## config.mk

```make
export PLATFORM = sky130hd
export DESIGN_NAME = stream_unpacker
export DESIGN_NICKNAME = d
export VERILOG_FILES = /design/src/rtl/jpeg2k_stream_pkg.sv /design/src/rtl/stream_lane_mux.sv /design/src/rtl/stream_unpacker.sv
export SDC_FILE = /design/constraint.sdc
export NUM_CORES = 1
export LEC_CHECK = 0
export ABC_AREA = 1
export BUFFER_PORTS_ARGS = -buffer_cell sky130_fd_sc_hd__buf_4
export CAP_MARGIN = 20
export CORE_MARGIN = 2
export CORE_UTILIZATION = 43
export DETAILED_ROUTE_END_ITERATION = 12
export PLACE_DENSITY = 0.69
export SETUP_SLACK_MARGIN = 0.2
export SLEW_MARGIN = 20
export SYNTH_ARGS = -nofsm -noshare
export SYNTH_HDL_FRONTEND = slang
export SYNTH_SLANG_ARGS = --single-unit
```

## constraint.sdc

```tcl
create_clock -name clk_i -period 2.1 [get_ports clk_i]
set_input_delay 0 -clock clk_i [delete_from_list [all_inputs] [get_ports clk_i]]
set_output_delay 0 -clock clk_i [all_outputs]
set_load 0.1 [all_outputs]
```

## src/rtl/jpeg2k_stream_pkg.sv

```systemverilog
// rtl/jpeg2k_stream_pkg.sv - shared types and helpers for the packed-sample stream blocks
package jpeg2k_stream_pkg;

    typedef enum logic {
        EMPTY = 1'b0,
        EMIT  = 1'b1
    } unpack_state_e;

    // Lane index width; a single-lane word still needs a one-bit index.
    function automatic int lane_w(input int ratio);
        int w;
        w = $clog2(ratio);
        return (w < 1) ? 1 : w;
    endfunction

    function automatic int lane_lsb(input int lane, input int width);
        return lane * width;
    endfunction

endpackage

```

## src/rtl/stream_lane_mux.sv

```systemverilog
// rtl/stream_lane_mux.sv - combinational Ratio:1 selector of Width-bit lanes
module stream_lane_mux
    import jpeg2k_stream_pkg::*;
#(
    parameter int Width = 16,
    parameter int Ratio = 4,
    parameter int LaneW = lane_w(Ratio)
) (
    input  logic [Width*Ratio-1:0] lanes,
    input  logic [LaneW-1:0]       sel,
    output logic [Width-1:0]       sample
);

    always_comb begin
        sample = '0;
        for (int k = 0; k < Ratio; k++) begin
            if (sel == LaneW'(k)) begin
                sample = lanes[lane_lsb(k, Width) +: Width];
            end
        end
    end

endmodule

```

## src/rtl/stream_unpacker.sv

```systemverilog
// rtl/stream_unpacker.sv - unpacks one wide word into Ratio samples, LSB lane first
module stream_unpacker
    import jpeg2k_stream_pkg::*;
#(
    parameter int               Width    = 16,
    parameter int               Ratio    = 4,
    parameter logic [Width-1:0] ResetVal = '0,
    localparam int              LaneW    = lane_w(Ratio)
) (
    input  logic                   clk_i,
    input  logic                   rst_i,
    input  logic                   s_valid_i,
    output logic                   s_ready_o,
    input  logic [Width*Ratio-1:0] s_data_i,
    input  logic                   s_last_i,
    output logic                   m_valid_o,
    input  logic                   m_ready_i,
    output logic [Width-1:0]       m_data_o,
    output logic [LaneW-1:0]       m_lane_o,
    output logic                   m_last_o
);

    localparam logic [LaneW-1:0] LastLane = LaneW'(Ratio - 1);

    unpack_state_e          state_q, state_d;
    logic [LaneW-1:0]       lane_q, lane_d;
    logic [Width*Ratio-1:0] word_q, word_d;
    logic                   last_q, last_d;
    logic [Width-1:0]       sample;
    logic                   at_last_lane;
    logic                   emitting;

    assign emitting     = (state_q == EMIT);
    assign at_last_lane = (lane_q == LastLane);

    // The m_ready_i term lets a new word land in the same cycle the last lane leaves.
    assign s_ready_o = !rst_i &&
                       ((state_q == EMPTY) || (emitting && m_ready_i && at_last_lane));

    always_comb begin
        state_d = state_q;
        lane_d  = lane_q;
        word_d  = word_q;
        last_d  = last_q;
        case (state_q)
            EMPTY: begin
                if (s_valid_i) begin
                    word_d  = s_data_i;
                    last_d  = s_last_i;
                    lane_d  = '0;
                    state_d = EMIT;
                end
            end
            EMIT: begin
                if (m_ready_i) begin
                    if (!at_last_lane) begin
                        lane_d = lane_q + LaneW'(1);
                    end else if (s_valid_i) begin
                        word_d = s_data_i;
                        last_d = s_last_i;
                        lane_d = '0;
                    end else begin
                        state_d = EMPTY;
                    end
                end
            end
            default: state_d = EMPTY;
        endcase
    end

    always_ff @(posedge clk_i or posedge rst_i) begin
        if (rst_i) begin
            state_q <= EMPTY;
            lane_q  <= '0;
            word_q  <= '0;
            last_q  <= 1'b0;
        end else begin
            state_q <= state_d;
            lane_q  <= lane_d;
            word_q  <= word_d;
            last_q  <= last_d;
        end
    end

    stream_lane_mux #(
        .Width (Width),
        .Ratio (Ratio),
        .LaneW (LaneW)
    ) u_lane_mux (
        .lanes  (word_q),
        .sel    (lane_q),
        .sample (sample)
    );

    // Outputs are gated by registered state so reset clears them without a clock.
    assign m_valid_o = emitting;
    assign m_data_o  = emitting ? sample : ResetVal;
    assign m_lane_o  = emitting ? lane_q : '0;
    assign m_last_o  = emitting && last_q && at_last_lane;

endmodule

```

==> impl_results.md <==
* Outcome: completed
* Avg Inst Size Synth at 7.327 um2
* Dpl cell area at between 4000 and 5000 um2
* Vias per std cell at roughly 4.6
* Clock root buffer: clkbuf_8
* Gr ovfl total at 0
* Cell taking the most area after synthesis: dfrtp_1
* Most frequent cells in the layout: nand2_1 (234), buf_4 (81), dlygate4sd3_1 (68)
* Yosys top cell area share at between 50% and 60%
* Largest cells by area after synthesis: dfrtp_1 (51%), nand2_1 (32%), nor2_1 (4.0%)
* Fmax at about 540 MHz
* Core region area at between 7000 and 8000 um2
* Detail Placement HPWL at ~5500 um
* DRC violations left at 0
* Die ar. at around 8400 um2
* Initial antenna violation count at 0
* P&R area growth vs syn at 63.08%
* Top-Level Pins at 90
* HP Class: input pin to async pin
* CTS Buf Count at 9
* Die W at 91.66 um
* Diodes inserted at 0
* Worst reg2reg path depth at 8
* Die Y at ~92 um
* RSZ-0062 raised after global routing: yes
* Worst slew margin at 66.34%
* CTS tree: yes
* Largest net degree at the start of global routing at 67
* Number of global-route vias before repair at between 3000 and 4000
* Synth warn at 0
* Worst flop-to-flop path endpoint: word_q[43]
* Routed length per instance at around 13 um
* Clock Sinks at 68
* Total vias in the final route at 3318
* Routability Congestion at 0.8062
* Number of routed nets with antenna violations at 0
* CTS Buffer Depth at 2
* Clock transition at path regs at around 70 ps
* Synth Cell Area at 3304 um2
* Startpoint types: flop
* Crit path DAT at ~1900 ps
* Post-synth net total at 524
* DRT iter0 DRCs at roughly 180
* Reg2Reg Launch Point: lane_q[0]
* Port buffer count at between 80 and 90
* Clk Latency, worst-skew pair at around 340 ps
* Final worst-path cycle share at a little under 90%
* Synth Register Bits at 68
* Share of layout cells above drive strength 1 at between 30 and 40%
* Fin area at 5389 um2
* WP data required at around 2100 ps
* Post-synthesis instance total at between 400 and 500
* WL final at between 9000 and 10000 um
* H-tree levels at 3
* Max Cap Viol at 0
* Nets at a little under 700
* Worst reg-to-reg setup slack at approximately 400 ps
* Setup tns final at 0 ps
* Yosys cell types at 18
* Max FO, Critical Path at 11
* Hold_ws at 256.7 ps
* Max Slew Vio Count at 0
* Register area share after synthesis at roughly half
* Drt first pass iters at 4
* Critical Setup Path Class: flop to output port
* Worst slew pin tran at roughly 500 ps
* Initial Util at between 40% and 50%
* Core Rows at 31
* Nature of the critical path endpoint: output port
* Gr usage total at 22.65%
* Clock Skew at roughly 7.6 ps
* First-pass GRT wire length at approximately 15000 um
* Final hold vios at 0
* Tmin final at 1869 ps
* Final setup viols at 0
* Commonest non-fill, non-tap cell in the layout: nand2_1
## synth_stat cells, drive strengths merged
library cell	number
o21ai	1
buf	22
dfrtp	68
a21oi	17
nand3	3
nand4	1
inv	14
ha	4
clkbuf	1
nor2	36
nand2	283
or2	1
## logic make-up after synthesis
kind of cell / synth area share [%]
flops: 51.50
fa+ha+maj: 1.515
buf+inv: 6.512
simple gates: 37.75
compound gates: 2.726
## metrics by stage
step / worst slack, ps / utilization, % / std cells
floorplan: 237.1 / - / 451
global placement: 367.0 / 55.40 / 624
detailed placement: 332.2 / 55.40 / 624
CTS: 209.1 / 69.55 / 712
global route: 155.3 / 73.51 / 715
finish: 230.9 / 73.51 / 715
## per-layer routing
layer	wire [um]	part of all wire (%)	vias to the layer above	global-route usage [%]
met5	0	0	-	0
li1	-	-	1672	-
met1	4124	43	1531	29.90
met3	449	4.7	15	3.615
met2	4829	50	100	37.13
met4	173	1.8	0	9.596
## flip-flops by register name, indices dropped and copies added (netlist names)
register   flops
lane_q         2
word_q        64
m_valid_o      1
last_q         1
## worst max-delay path, cell delays in order (launching register included)
cell and delay (ps):
dfrtp_1 430, inv_2 130, ha_4 160, clkinvlp_4 120
buf_12 160, nor2_1 160, nor2_2 70, nand2_2 80
nand2_2 70, buf_12 160
## final cells by class
class / instances / area, um2
Tap cell: 99 / 123.9
Timing Repair Buffer: 171 / 1707
Timing Repair inverter: 1 / 7.507
Clock inverter: 2 / 10.01
Clock buffer: 14 / 152.6
Fill cell: 513 / 1942
Sequential cell: 68 / 1704
Multi-Input combinational cell: 346 / 1624
Inverter: 14 / 60.06
## how the worst max path moves through the flow
| stage | startpoint | end | slack, ps |
|---|---|---|---|
| 6_report | lane_q[0] | m_data_o[7] | 230 |
| 5_1_grt | lane_q[0] | m_data_o[12] | 160 |
| 4_1_cts | lane_q[0] | m_data_o[1] | 210 |
| 3_5_place_dp | lane_q[0] | m_data_o[0] | 330 |
| 3_3_place_gp | lane_q[0] | m_data_o[0] | 370 |
| 2_1_floorplan | rst_i | m_valid_o | 240 |
## timing repair
item / in CTS / in global routing
hold buffers: 68 / 0
buffers inserted: 3 / 2
pin swaps: 0 / 14
resized for setup: 41 / 78
setup endpoints to repair: 16 / 17
gates cloned: 1 / 1
hold endpoints to repair: 89 / 0
Power is not shown: default switching activity piles up to over one toggle a cycle in this logic, so the estimate is an artifact.
